===== config.mk =====
export PLATFORM = sky130hd
export DESIGN_NAME = pulse_width_meter
export DESIGN_NICKNAME = d
export VERILOG_FILES = /design/src/rtl/pulse_width_meter.sv
export SDC_FILE = /design/constraint.sdc
export NUM_CORES = 1
export LEC_CHECK = 0
export CELL_PAD_IN_SITES_DETAIL_PLACEMENT = 1
export CELL_PAD_IN_SITES_GLOBAL_PLACEMENT = 2
export CORE_ASPECT_RATIO = 1.75
export CORE_MARGIN = 5
export CORE_UTILIZATION = 42
export DETAILED_ROUTE_END_ITERATION = 10
export PLACE_DENSITY = 0.85
export SLEW_MARGIN = 15
export SYNTH_ARGS = -nofsm -noshare
export SYNTH_HDL_FRONTEND = slang
export SYNTH_SLANG_ARGS = --single-unit

===== constraint.sdc =====
create_clock -name clk -period 3.9 [get_ports clk]
set_input_delay 0.39 -clock clk [delete_from_list [all_inputs] [get_ports clk]]
set_output_delay 0.39 -clock clk [all_outputs]
set_load 0.005 [all_outputs]

===== src/rtl/pulse_width_meter.sv =====
// rtl/pulse_width_meter.sv - high-pulse width meter with record FIFO and overflow flag
module pulse_width_meter #(
    parameter int CNT_W  = 8,
    parameter int DEPTH  = 4,
    parameter int PCNT_W = 16
) (
    input  logic              clk,
    input  logic              rst,
    input  logic              din,
    output logic              rise_o,
    output logic              fall_o,
    output logic              m_valid,
    input  logic              m_ready,
    output logic [CNT_W:0]    m_data,
    output logic              ovf,
    input  logic              clr_ovf,
    output logic [PCNT_W-1:0] pulse_cnt
);

    localparam int PW = (DEPTH > 1) ? $clog2(DEPTH) : 1;
    localparam int CW = $clog2(DEPTH) + 1;
    localparam int RW = CNT_W + 1;

    typedef enum logic [1:0] {
        ARM  = 2'd0,
        IDLE = 2'd1,
        HIGH = 2'd2
    } state_t;

    state_t            state_q, state_d;
    logic              din_q;
    logic [CNT_W-1:0]  width_q, width_d;
    logic              sat_q, sat_d;
    logic              rise_q, rise_d;
    logic              fall_q, fall_d;
    logic              push;
    logic [RW-1:0]     rec;

    logic [RW-1:0]     mem_q [DEPTH];
    logic [PW-1:0]     wr_ptr_q, wr_ptr_d;
    logic [PW-1:0]     rd_ptr_q, rd_ptr_d;
    logic [CW-1:0]     count_q, count_d;
    logic              m_valid_q, m_valid_d;
    logic [RW-1:0]     m_data_q, m_data_d;
    logic              ovf_q, ovf_d;
    logic [PCNT_W-1:0] pulse_cnt_q, pulse_cnt_d;

    logic              pop, full, wr_en, drop;

    // Edge-detect FSM: ARM swallows a pulse already high at reset release
    always_comb begin
        state_d = state_q;
        width_d = width_q;
        sat_d   = sat_q;
        rise_d  = 1'b0;
        fall_d  = 1'b0;
        push    = 1'b0;
        case (state_q)
            ARM: begin
                if (!din) state_d = IDLE;
            end
            IDLE: begin
                if (din && !din_q) begin
                    state_d = HIGH;
                    width_d = CNT_W'(1);
                    sat_d   = 1'b0;
                    rise_d  = 1'b1;
                end
            end
            HIGH: begin
                if (din) begin
                    if (width_q == '1) sat_d = 1'b1;
                    else               width_d = width_q + CNT_W'(1);
                end else begin
                    state_d = IDLE;
                    fall_d  = 1'b1;
                    push    = 1'b1;
                end
            end
            default: state_d = ARM;
        endcase
    end

    assign rec = {sat_q, width_q};

    // FIFO bookkeeping; a pop at a full edge frees the slot for a same-edge push
    always_comb begin
        pop      = m_valid_q & m_ready;
        full     = (count_q == CW'(DEPTH));
        wr_en    = push && (!full || pop);
        drop     = push && full && !pop;
        wr_ptr_d = wr_en ? wr_ptr_q + PW'(1) : wr_ptr_q;
        rd_ptr_d = pop ? rd_ptr_q + PW'(1) : rd_ptr_q;
        count_d  = count_q;
        if (wr_en && !pop)      count_d = count_q + CW'(1);
        else if (!wr_en && pop) count_d = count_q - CW'(1);
        m_valid_d = (count_d != '0);
        // Head after this edge is the new record when it lands in the head slot
        if (count_d == '0)                     m_data_d = '0;
        else if (wr_en && wr_ptr_q == rd_ptr_d) m_data_d = rec;
        else                                   m_data_d = mem_q[rd_ptr_d];
        if (drop)         ovf_d = 1'b1;
        else if (clr_ovf) ovf_d = 1'b0;
        else              ovf_d = ovf_q;
        pulse_cnt_d = fall_d ? pulse_cnt_q + PCNT_W'(1) : pulse_cnt_q;
    end

    // State and output registers
    always_ff @(posedge clk or posedge rst) begin
        if (rst) begin
            state_q     <= ARM;
            din_q       <= 1'b0;
            width_q     <= '0;
            sat_q       <= 1'b0;
            rise_q      <= 1'b0;
            fall_q      <= 1'b0;
            wr_ptr_q    <= '0;
            rd_ptr_q    <= '0;
            count_q     <= '0;
            m_valid_q   <= 1'b0;
            m_data_q    <= '0;
            ovf_q       <= 1'b0;
            pulse_cnt_q <= '0;
        end else begin
            state_q     <= state_d;
            din_q       <= din;
            width_q     <= width_d;
            sat_q       <= sat_d;
            rise_q      <= rise_d;
            fall_q      <= fall_d;
            wr_ptr_q    <= wr_ptr_d;
            rd_ptr_q    <= rd_ptr_d;
            count_q     <= count_d;
            m_valid_q   <= m_valid_d;
            m_data_q    <= m_data_d;
            ovf_q       <= ovf_d;
            pulse_cnt_q <= pulse_cnt_d;
        end
    end

    // Record storage
    always_ff @(posedge clk or posedge rst) begin
        if (rst) begin
            for (int i = 0; i < DEPTH; i++) mem_q[i] <= '0;
        end else if (wr_en) begin
            mem_q[wr_ptr_q] <= rec;
        end
    end

    assign rise_o    = rise_q;
    assign fall_o    = fall_q;
    assign m_valid   = m_valid_q;
    assign m_data    = m_data_q;
    assign ovf       = ovf_q;
    assign pulse_cnt = pulse_cnt_q;

endmodule


==> results of run 1 <==
worst reg2reg max path, delay by kind of cell (launching register included):
| family | cells | cell delay (ns) |
|---|---|---|
| flops | 1 | 0.43 |
| simple gates | 3 | 1.31 |
| compound gates | 2 | 0.51 |
cells by family (layout without fill, tap and decap cells):
group           count (synthesis)  after routing  synth area share [%]
compound gates                 55             55                  9.57
xor+xnor                       21             21                  5.12
fa+ha+maj                       9              9                  2.72
buf+inv                        28             65                  3.15
flops                          84             84                  50.9
mux                            55             55                  15.0
simple gates                  117            117                  13.6
power by group through the flow:
stage	registers, mW	logic, mW	clock network [mW]
detailed placement	1.12	0.922	0
CTS	1.10	0.939	0.993
finish	1.10	0.924	0.966
floorplan	1.09	0.635	0
global placement	1.11	0.901	0
global route	1.12	1.01	1.04
worst min-delay path by stage:
stage / endpoint / slack (ns) / cells past startpoint
floorplan: din_q / 0.42 / 0
global placement: pulse_cnt[15] / 0.46 / 1
detailed placement: mem_q[25] / 0.49 / 1
CTS: pulse_cnt[11] / 0.51 / 1
global route: mem_q[23] / 0.52 / 1
finish: pulse_cnt[15] / 0.49 / 1
metal layers:
metal  GRT usage [%]  routed length, um  vias to the layer above  part of all wire, %
li1                -                  -                     1371                    -
met1            19.1               3800                     1504                   38
met2            33.6               5590                       69                   55
met3            4.62                400                       25                  4.0
met4            7.67                305                        0                  3.0
met5               0                  0                        -                    0
per-stage QoR:
| step | cells | hold WS (ns) |
|---|---|---|
| after floorplan | 369 | 0.421 |
| after global placement | 515 | 0.459 |
| after detailed placement | 515 | 0.494 |
| after CTS | 531 | 0.509 |
| after global routing | 531 | 0.524 |
| final | 531 | 0.491 |
cell type report:
type,count,area (um2)
Clock buffer,10,229
Clock inverter,6,113
Fill cell,1062,4820
Inverter,12,47.5
Multi-Input combinational cell,257,1900
Sequential cell,84,2100
Tap cell,125,156
Timing Repair Buffer,37,364
cells in the mapped netlist (9+ instances only):
| master | n | area, um2 |
|---|---|---|
| o31ai_1 | 10 | 75.1 |
| nand2_1 | 41 | 154 |
| nand3_1 | 18 | 90.1 |
| o21ai_0 | 16 | 80.1 |
| nand2b_1 | 10 | 62.6 |
| dfrtp_1 | 84 | 2100 |
| xnor2_1 | 14 | 123 |
| mux2_2 | 36 | 405 |
| mux2i_1 | 17 | 170 |
| inv_1 | 11 | 41.3 |
| nor2_1 | 23 | 86.3 |
| ha_1 | 9 | 113 |
flip-flops by register name, indices dropped and copies added (netlist names):
register   count
wr_ptr_q       2
state_q        2
m_data         9
ovf            1
rd_ptr_q       2
mem_q         36
rise_o         1
width_q        8
fall_o         1
sat_q          1
m_valid        1
din_q          1
pulse_cnt     16
count_q        3
==> impl.org, run 1 <==
** Power
- Clock share of power :: 32.3%
- Sum of internal, switching and leakage power :: 2.99 mW
- Standby leakage power :: 2.36 nW
- Of the total power, registers draw 36.8%.
- The worst-case IR drop observed on VDD is 0.000331 V.
- Of the total power, combinational logic draws 30.9%.
- The analysis attributes to net switching a power of ~930 uW.
- Net switching is 31.2% of the power.
- Power per cell area :: 608 mW/mm2
- The internal portion of the total power is slightly above 2 mW.

** Detailed routing
- Post-route DRC :: 0
- Number of detailed-route iterations in the first pass :: 4
- The routed layout has 2,969 vias.
- Number of DRC markers after the initial detailed-route iteration :: 88
- After detailed routing, the number of vias per cell comes to between 5 and 6.
- Dividing the detail-routed wire length by the instance count gives 19.0 um.
- Routed Antenna Nets :: 0
- Total length of routed wires :: just over 10,000 um

** Global routing
- Initial antenna violation count :: 0
- Global routing used a little under a fifth of the available tracks across all layers.
- The first global-routing pass estimated about 17,000 um of wire.
- Entering global routing, the biggest net connects 85 pins.
- The number of global-route vias before repair came to 3,304.
- For this run the aggregate overflow at the end of global routing stands at 0.

** Clocking
- CTS built an H-tree with a depth of 3.
- TritonCTS created 9 clock buffers.
- TritonCTS clock tree :: yes
- After clock tree synthesis, the clock-pin slew on the worst setup and hold paths is 0.06 ns.
- Clk_lat worst skew :: 0.34 ns
- The clock drives 84 sinks.
- The number of setup buffers added after CTS is 0.
- The root buffer cell chosen for the clock tree is clkbuf_16.
- Counting along the longest clock path gives a buffer depth of 2.
- After clock tree synthesis, the repair step resized 0 gates.
- Hold-fix buffer count after cts :: 0

** Synthesis
- The Yosys step of the flow raised 0 warnings.
- Number of distinct library cells after synthesis :: 45
- Synthesis produced a netlist whose cell count is 369.
- In this run the cell area of the synthesized design comes to 0.00413 mm2.
- The most used flip-flop cell after synthesis is dfrtp_1.
- The average instance in the mapped netlist occupies 11.2 um2.
- After synthesis the netlist holds a flip-flop and latch count of 84.
- Synthesis produced a netlist with a net count of around 380.
- EDFF count, synth :: 0
- After synthesis, the share of flip-flops with an asynchronous set or reset is 100%.
- Summing the sequential cell areas from Yosys gives 50.9% of the chip area.

** Die
- 34 I/O pins were placed.
- Chip height :: 141 um
- In this run the horizontal extent of the chip is about 85 um.
- Area of the core region :: 0.00973 mm2
- Standard-cell row count :: 48
- The die covers 0.0120 mm2.
- Initial cell density of the core :: 42.5%

** Setup path
- In this run the critical register-to-register path is captured at m_data[6].
- Tracing the worst setup path back leads to its startpoint at din.
- In this run the register-to-register setup slack is 1.54 ns.
- Endpoint class of the critical path :: flop
- Crit path buf inv count :: 1
- Delay-heaviest family, CP :: simple AND/OR/NAND/NOR gates
- In this design, the stage delay of the slowest critical-path cell is 0.59 ns.
- Worst path slowest cell :: or3b_1
- Along the worst path, the maximum fanout reaches 18.
- Cells along the critical path :: clkdlybuf4s50_1 -> or3b_1 -> a31oi_4 -> and3_1 -> nand2b_1 -> o211a_1
- Worst flop-to-flop path startpoint :: state_q[0]
- The critical path ends at m_data[6].
- The worst setup path is of the in2reg kind.
- Cell count of the worst reg-to-reg path :: 5
- Data arrives at the worst endpoint at 2.68 ns.
- Crit path depth :: 6
- Startpoint kind of the worst setup timing path :: primary input
- Worst Path Required :: just over 4 ns

** Hold path
- In this run the worst hold path is classified as reg2reg.
- In this run the most critical hold path is launched from pulse_cnt[15].

** Timing
- Setup slack closes at 1.44 ns.
- For the final routed database, the setup TNS stands at 0 ns.
- At the pin with the least slew margin, the transition time is just under 1 ns.
- Measured against its own limit, the worst slew margin works out to 35.0%.
- Setup repair after global routing missed its margin :: false
- In the finished design, the share of the clock period the worst path needs comes to 63.1%.
- Worst Skew :: approximately 0.0086 ns
- Finish-stage setup viols :: 0
- Hold violation total from the final report :: 0
- Pins over their slew limit :: 0
- Maximum clock frequency :: 406 MHz
- The routed design could run at a clock period as short as 2.46 ns.

** Finish
- Most common cell after layout, fill and taps aside :: dfrtp_1
- For this run, the post-layout net count is 415.
- Final Cell Area :: between 0.004 and 0.005 mm2
- Cells fill between 50% and 60% of the core in the end.
- Most used cells in the layout excluding fill and tap cells :: 84 x dfrtp_1, 41 x nand2_1, 36 x mux2_2, 33 x clkdlybuf4s50_1, 23 x nor2_1
- Layout Area Growth over Synthesis :: 18.9%
- Ant. Diodes :: 0
- Fraction of layout cells with a size suffix above 1 :: 15.5%

** Place
- Post-placement cell area :: 0.00457 mm2
- Before CTS, the worst setup slack after placement is 1.06 ns.
- In this run the tool buffered the top-level ports with 33 buffer cells.
- Placed wire-length estimate after detailed placement :: about 7200 um
- Final GP Congestion :: 0.733

** Run status
- Run status :: finished, final reports clean

** Job
- Max_cap viols :: 0
No activity file was read; power rests on OpenSTA's default activity.
==> run 2: changes to the inputs <==
--- a/config.mk
+++ b/config.mk
@@ -9,9 +9,9 @@
 export CELL_PAD_IN_SITES_GLOBAL_PLACEMENT = 2
 export CORE_ASPECT_RATIO = 1.75
 export CORE_MARGIN = 5
-export CORE_UTILIZATION = 42
+export CORE_UTILIZATION = 39
 export DETAILED_ROUTE_END_ITERATION = 10
-export PLACE_DENSITY = 0.85
+export PLACE_DENSITY = 0.8
 export SLEW_MARGIN = 15
 export SYNTH_ARGS = -nofsm -noshare
 export SYNTH_HDL_FRONTEND = slang
==> constraint.sdc (replaced) <==
create_clock -name clk -period 2.5 [get_ports clk]
set_input_delay 0.25 -clock clk [delete_from_list [all_inputs] [get_ports clk]]
set_output_delay 0.25 -clock clk [all_outputs]
set_load 0.005 [all_outputs]
==> run 2 against run 1 <==
Cell count up 4.5%. Global-route usage shrank 0.44 points. Register-to-register slack worse by 1.3 ns. Design area up 5.0%. Clock skew shrank 0.0019 ns. Die area rose by 7.0%. Hold slack worse by 0.30 ns. Wire length up 4.9%. Critical endpoint is now m_data[8]. Largest power group unchanged.
==> impl.org, run 2 (synthesis gave the netlist of run 1 again) <==
** Setup path
- Worst flop-to-flop path startpoint :: state_q[0] (unchanged)
- Crit path buf inv count :: 0 (was 1)
- The cell with the largest stage delay on the worst path is or3b_1 (unchanged).
- Cells along the critical path :: or3b_1 -> and3_1 -> a311o_1 -> a32o_1 -> a21boi_1 (was clkdlybuf4s50_1 -> or3b_1 -> a31oi_4 -> and3_1 -> nand2b_1 -> o211a_1)
- The launching element type of the critical path is a flop (was primary input).
- The critical path depth came to 5 (was 6).
- Critical path start-end classification :: reg2reg (was in2reg)
- CP startpoint :: state_q[0] (was din)
- Worst reg2reg path endpoint :: m_data[8] (was m_data[6])
- CP arrival :: 2.45 ns (was 2.68 ns)
- The kind of cell with the highest combined delay on the critical path is compound AO/OA/AOI/OAI gates (was simple AND/OR/NAND/NOR gates).
- Peak per-stage delay on the critical path :: 0.57 ns (was 0.59 ns)
- The largest driver fanout on the critical path came to 10 (was 18).
- Worst Path Required :: 2.73 ns (was 4.12 ns)
- The worst reg2reg path depth is 5 (unchanged).
- Critical path capture point :: m_data[8] (was m_data[6])
- The sort of element at the end of the critical path was a flop (unchanged).
- The worst setup slack for register-to-register paths came to 0.28 ns (was 1.54 ns).

** Clocking
- The CTS tree was yes (unchanged).
- H-tree levels :: 3 (unchanged)
- Clock sink count :: 84 (unchanged)
- Master cell of the clock root buffer :: clkbuf_16 (unchanged)
- The hold-fix buffer count after cts was 0 (unchanged).
- The total clock buffers created by CTS is 9 (unchanged).
- Register clock-pin slew on the reported worst setup and hold paths :: 0.06 ns (about the same)
- Count of instances resized after the clock tree is built :: 0 (unchanged)
- Clk_lat worst skew :: 0.34 ns (about the same)
- The number of buffers inserted to repair setup after CTS was 0 (unchanged).
- Deepest clock path buffer count :: 2 (unchanged)

** Global routing
- The leftover overflow at the end of global routing came to 0 (unchanged).
- The global-route usage over all layers is 17.8% (was 18.2%).
- Largest net degree at the start of global routing :: 34 (was 85)
- The first-pass GRT wire length is 17,300 um (was 17,000 um).
- The number of antenna violations at the first check in global routing came to 0 (unchanged).
- Vias in the first global route :: 3,216 (was 3,304)

** Finish
- Most common cell after layout, fill and taps aside :: dfrtp_1 (unchanged)
- Largest register by flop count :: mem_q (unchanged)
- The fraction of final layout cells with drive strength greater than 1 came to 20.1% (was 15.5%).
- Most used cells in the layout excluding fill and tap cells: 84 x dfrtp_1, 41 x nand2_1, 36 x mux2_2, 33 x clkdlybuf4s50_1, 23 x nor2_1 (unchanged).
- Largest register FFs :: 36 (unchanged)
- Ant. Diodes :: 0 (unchanged)
- Layout Area Growth over Synthesis :: 24.9% (was 18.9%)
- Finished Core Util :: 49.8% (was 50.5%)
- Final #Nets :: 437 (was 415)

** Timing
- Final-layout setup total negative slack :: 0 ns (unchanged)
- Setup repair after global routing missed its margin: false (unchanged).
- The total setup violations reported at the end of the flow came to 0 (unchanged).
- Subtracting the final worst setup slack from the clock period gives 2.22 ns.
- Pins over their slew limit :: 0 (unchanged)
- Maximum clock frequency :: 449 MHz
- Fin Hold WS :: 0.187 ns (was 0.491 ns)
- Hold violation total from the final report :: 0 (unchanged)
- Worst Tran Pin Value :: 0.524 ns (was 0.968 ns)
- Worst Skew :: 0.00673 ns (was 0.00862 ns)
- Share of the cycle needed by the critical path after routing :: roughly nine tenths
- The worst slew margin relative to its limit came to 64.9% (was 35.0%).

** Power
- The switching power is 1.48 mW (was 934 uW).
- The fraction of power consumed by sequential logic is 36.4% (was 36.8%).
- Power per cell area :: 926 mW/mm2 (was 608 mW/mm2)
- Clock share of power :: 32.4% (was 32.3%)
- Internal power :: 3.29 mW (was 2.06 mW)
- Worst VDD drop :: 0.000418 V (was 0.000331 V)
- The proportion of power drawn by combinational gates came to 31.1% (was 30.9%).
- The switching share of power is 31.0% (was 31.2%).
- Sum of internal, switching and leakage power :: 4.78 mW (was 2.99 mW)
- Standby leakage power :: 2.50 nW (was 2.36 nW)

** Place
- Port Buffer Count :: 33 (unchanged)
- The weighted congestion at the end of routability-driven global placement came to 0.839 (was 0.733).
- Placed wire-length estimate after detailed placement :: 7960 um (was 7200 um)

** Detailed routing
- Post-route DRC :: 0 (unchanged)
- The vias per cell was 5.38 (was 5.59).
- Per-cell routed wire length :: 19.1 um (was 19.0 um)
- Routed Antenna Nets :: 0 (unchanged)
- Number of detailed-route iterations in the first pass :: 4 (unchanged)
- The routed wire length was 10,600 um (was 10,100 um).
- The initial DRC count is 131 (was 88).
- The via count came to 2,985 (was 2,969).

** Die
- Die width :: 87.8 um (was 85.0 um)
- The initial core utilization is 39.9% (was 42.5%).
- The cell row count is 49 (was 48).
- Total Die Area :: 0.0128 mm2 (was 0.0120 mm2)
- The area of the core is 0.0104 mm2 (was 0.00973 mm2).
- IO Count :: 34 (unchanged)
- The die extent in y came to 146 um (was 141 um).

** Hold path
- Path type of the worst min-delay path :: in2async (was reg2reg)

** Job
- Max_cap viols :: 0 (unchanged)

** Run status
- Run status: finished, final reports clean (unchanged).
run 2: cell type report:
type,count,area (um2)
well taps,127,159
fillers,1105,5200
flip-flops and latches,84,2100
repair buffers,59,601
multi-input cells,257,1900
clock buffers,10,239
clock inverters,6,111
inverters,12,47.5
run 2: through the flow:
step / worst slack, ns / area [um2] / std cells
CTS: 0.248 / 5160 / 555
global route: 0.162 / 5160 / 555
finish: 0.275 / 5160 / 555
floorplan: 0.0849 / 4130 / 369
global placement: 0.0755 / 4810 / 539
detailed placement: 0.0121 / 4810 / 539
run 2: per-layer routing:
metal / track usage (%) / part of all wire (%) / vias up
met1: 19.9 / 38 / 1524
met3: 3.72 / 3.4 / 11
met4: 5.30 / 1.5 / 0
li1: - / - / 1405
met5: 0 / 0 / -
met2: 32.7 / 57 / 45
run 2: how the worst min path moves through the flow:
| stage | from | end | slack [ns] | cells past startpoint |
|---|---|---|---|---|
| 6_report | rst | wr_ptr_q[0] | 0.19 | 2 |
| 5_1_grt | rst | ovf | 0.20 | 2 |
| 4_1_cts | rst | wr_ptr_q[0] | 0.19 | 2 |
| 3_5_place_dp | pulse_cnt[15] | pulse_cnt[15] | 0.46 | 1 |
| 3_3_place_gp | pulse_cnt[15] | pulse_cnt[15] | 0.45 | 1 |
| 2_1_floorplan | din | din_q | 0.28 | 0 |
run 2: power by group through the flow:
stage	Clock [mW]	Sequential (mW)	Combinational (mW)
detailed placement	0	1.77	1.51
floorplan	0	1.70	0.990
global placement	0	1.75	1.45
CTS	1.58	1.74	1.52
global route	1.64	1.77	1.64
finish	1.55	1.74	1.49
==> run 3: changes to the inputs <==
--- a/config.mk
+++ b/config.mk
@@ -10,8 +10,9 @@
 export CORE_ASPECT_RATIO = 1.75
 export CORE_MARGIN = 5
 export CORE_UTILIZATION = 39
+export CTS_CLUSTER_DIAMETER = 40
 export DETAILED_ROUTE_END_ITERATION = 10
-export PLACE_DENSITY = 0.8
+export PLACE_DENSITY_LB_ADDON = 0.1
 export SLEW_MARGIN = 15
 export SYNTH_ARGS = -nofsm -noshare
 export SYNTH_HDL_FRONTEND = slang
==> run 3 against run 2 <==
Global-route usage decreased by 0.50 points. Total power decreased by 5.9%. Largest cell class unchanged. Highest routed layer unchanged. Non-clock buffer count shrank 2.
==> impl.org, run 3 (synthesis gave the netlist of run 1 again) <==
** Clocking
- Hold-fix buffer count after cts :: 0 (unchanged)
- The root buffer cell was clkbuf_16 (unchanged).
- The latest clock arrival within the worst-skew pair is 0.34 ns (about the same).
- Count of instances resized after the clock tree is built :: 0 (unchanged)
- The CTS tree was yes (unchanged).
- The total clock buffers created by CTS is 9 (unchanged).
- The clock transition time at the flip-flop clock pins of the worst setup and hold paths came to 0.06 ns (about the same).
- Clock sink count :: 84 (unchanged)
- Post-CTS setup buffers :: 0 (unchanged)
- H-tree levels :: 3 (unchanged)
- The worst-case clock buffer depth is 2 (unchanged).

** Setup path
- Startpoint kind of the worst setup timing path :: flop (unchanged)
- Critical path start-end classification :: reg2reg (unchanged)
- The critical path depth came to 5 (unchanged).
- Peak per-stage delay on the critical path :: 0.58 ns (was 0.57 ns)
- Critical path capture point :: m_data[8] (unchanged)
- Register-to-register setup slack :: 0.24 ns (was 0.28 ns)
- CP startpoint :: state_q[0] (unchanged)
- Endpoint class of the critical path :: flop (unchanged)
- Worst Path Required :: 2.72 ns (was 2.73 ns)
- Worst flop-to-flop path startpoint :: state_q[0] (unchanged)
- Worst reg2reg path endpoint :: m_data[8] (unchanged)
- The number of buffers and inverters on the critical path came to 0 (unchanged).
- Largest driver fanout on the critical path :: 10 (unchanged)
- Cells along the critical path :: or3b_1 -> and3_1 -> a311o_1 -> a32o_1 -> a21boi_1 (unchanged)
- The kind of cell with the highest combined delay on the critical path is compound AO/OA/AOI/OAI gates (unchanged).
- The critical path arrival was 2.48 ns (was 2.45 ns).
- The cell with the largest stage delay on the worst path is or3b_1 (unchanged).
- Cell count of the worst reg-to-reg path :: 5 (unchanged)

** Place
- The number of instances in the placed design is 537 (was 539).
- The number of buffers added on ports is 33 (unchanged).
- Final GP Congestion :: 0.776 (was 0.839)
- Placed wire-length estimate after detailed placement :: 7350 um (was 7960 um)

** Power
- The leakage component of the power is 2.46 nW (was 2.50 nW).
- Worst VDD drop :: 0.000378 V (was 0.000418 V)
- Power per cell area :: 889 mW/mm2 (was 926 mW/mm2)

** Finish
- The final layout net count is 435 (was 437).
- Fill cell total of the finished layout :: 1,135 (was 1,105)
- Most used cells in the layout excluding fill and tap cells :: 84 x dfrtp_1, 41 x nand2_1, 36 x mux2_2, 33 x clkdlybuf4s50_1, 23 x nor2_1 (unchanged)
- Ant. Diodes :: 0 (unchanged)
- Fraction of layout cells with a size suffix above 1 :: 19.5% (was 20.1%)
- Largest register FFs :: 36 (unchanged)
- The final instance count without filler cells was 553 (was 555).
- The synthesis-to-finish area growth is 22.3% (was 24.9%).
- The commonest non-fill, non-tap cell in the layout is dfrtp_1 (unchanged).
- The core occupancy in the finished layout came to 48.8% (was 49.8%).
- Largest register by flop count :: mem_q (unchanged)

** Job
- Max_cap viols :: 0 (unchanged)

** Detailed routing
- The remaining antenna violation count came to 0 (unchanged).
- The number of remaining DRC errors came to 0 (unchanged).
- Total length of routed wires :: 10,100 um (was 10,600 um)
- Routed vias/inst :: 5.32 (was 5.38)
- The length of the first detailed-routing pass in iterations is 4 (unchanged).
- Via count of the routed design :: 2,940 (was 2,985)
- Per-cell routed wire length :: 18.3 um (was 19.1 um)
- The initial DRC count was 96 (was 131).

** Timing
- Maximum clock frequency :: 443 MHz (was 449 MHz)
- The portion of the clock cycle consumed by the worst path in the final layout came to 90.3% (was 89.0%).
- The total setup violations reported at the end of the flow was 0 (unchanged).
- The time the worst path needs with I/O delays and setup was 2.26 ns (was 2.22 ns).
- Pins over their slew limit :: 0 (unchanged)
- Hold violation total from the final report :: 0 (unchanged)
- Worst Skew :: 0.00560 ns (was 0.00673 ns)
- Final-layout setup total negative slack :: 0 ns (unchanged)
- Setup repair after global routing missed its margin: false (unchanged).
- The slew at the pin closest to its max-slew limit came to 0.574 ns (was 0.524 ns).
- Normalized max-slew margin :: 61.6% (was 64.9%)

** Die
- The die extent in y was 146 um (unchanged).
- Area of the core region :: 0.0104 mm2 (unchanged)
- The area of the die came to 0.0128 mm2 (unchanged).
- IO Count :: 34 (unchanged)
- Standard-cell row count :: 49 (unchanged)
- The initial core utilization was 39.9% (unchanged).
- The die width came to 87.8 um (unchanged).

** Run status
- Run status: finished, final reports clean (unchanged).

** Global routing
- GR Overflow Total :: 0 (unchanged)
- Largest net degree at the start of global routing :: 85 (was 34)
- The number of antenna violations at the first check in global routing came to 0 (unchanged).
- The number of global-route vias before repair was 3,269 (was 3,216).
- Wire length of the first global-routing pass :: 16,900 um (was 17,300 um)
- The global-route usage over all layers is 17.3% (was 17.8%).

** Hold path
- The class of the worst hold path is in2async (unchanged).
==> run 3: cell types whose count changed in the layout (fill, tap and decap cells not counted), sizes merged <==
cell	change
bufinv	-3
buf	-2
clkinv	+2
clkbuf	+1
==> run 3: worst reg2reg max path: cells and delay by family (launching register included) <==
family	cells	cell delay [ns]
AOI/OAI and AO/OA	3	0.88
DFF	1	0.42
and+or+nand+nor	2	0.85
==> run 3: how the worst min path moves through the flow <==
| stage | startpoint | end | slack, ns |
|---|---|---|---|
| after floorplan | din | din_q | 0.28 |
| after global placement | pulse_cnt[15] | pulse_cnt[15] | 0.45 |
| after detailed placement | pulse_cnt[15] | pulse_cnt[15] | 0.47 |
| after CTS | rst | fall_o | 0.36 |
| after global routing | rst | fall_o | 0.37 |
| final | rst | ovf | 0.31 |
==> run 3: metrics by stage <==
step | setup WS, ns | hold slack [ns] | instance area (um2) | total power, mW
floorplan | 0.0849 | 0.281 | 4130 | 2.69
global placement | 0.0552 | 0.455 | 4780 | 3.29
detailed placement | 0.00801 | 0.468 | 4780 | 3.32
CTS | 0.226 | 0.361 | 5050 | 4.57
global route | 0.0896 | 0.374 | 5050 | 4.79
finish | 0.242 | 0.311 | 5050 | 4.49
==> run 3: layout make-up <==
class	count	area, um2	share of cell area (%)
timing repair buffer	57	573	11.3
tap	127	159	3.15
multi-input combinational	257	1900	37.6
sequential	84	2100	41.6
inverter	12	47.5	0.941
clock inverter	5	27.5	0.545
clock buffer	11	243	4.80
==> run 3: where the power goes <==
group	internal, mW	total [mW]	switching, mW
Clock	0.693	1.23	0.532
Sequential	1.55	1.73	0.184
Combinational	0.790	1.53	0.744
Total	3.03	4.49	1.46
==> run 3: metal layers <==
| metal | share of wire (%) | vias to the layer above | GRT usage [%] |
|---|---|---|---|
| met5 | 0 | - | 0 |
| met4 | 1.6 | 0 | 5.99 |
| met3 | 2.7 | 11 | 2.76 |
| met2 | 57 | 35 | 32.2 |
| met1 | 39 | 1486 | 19.0 |
| li1 | - | 1408 | - |
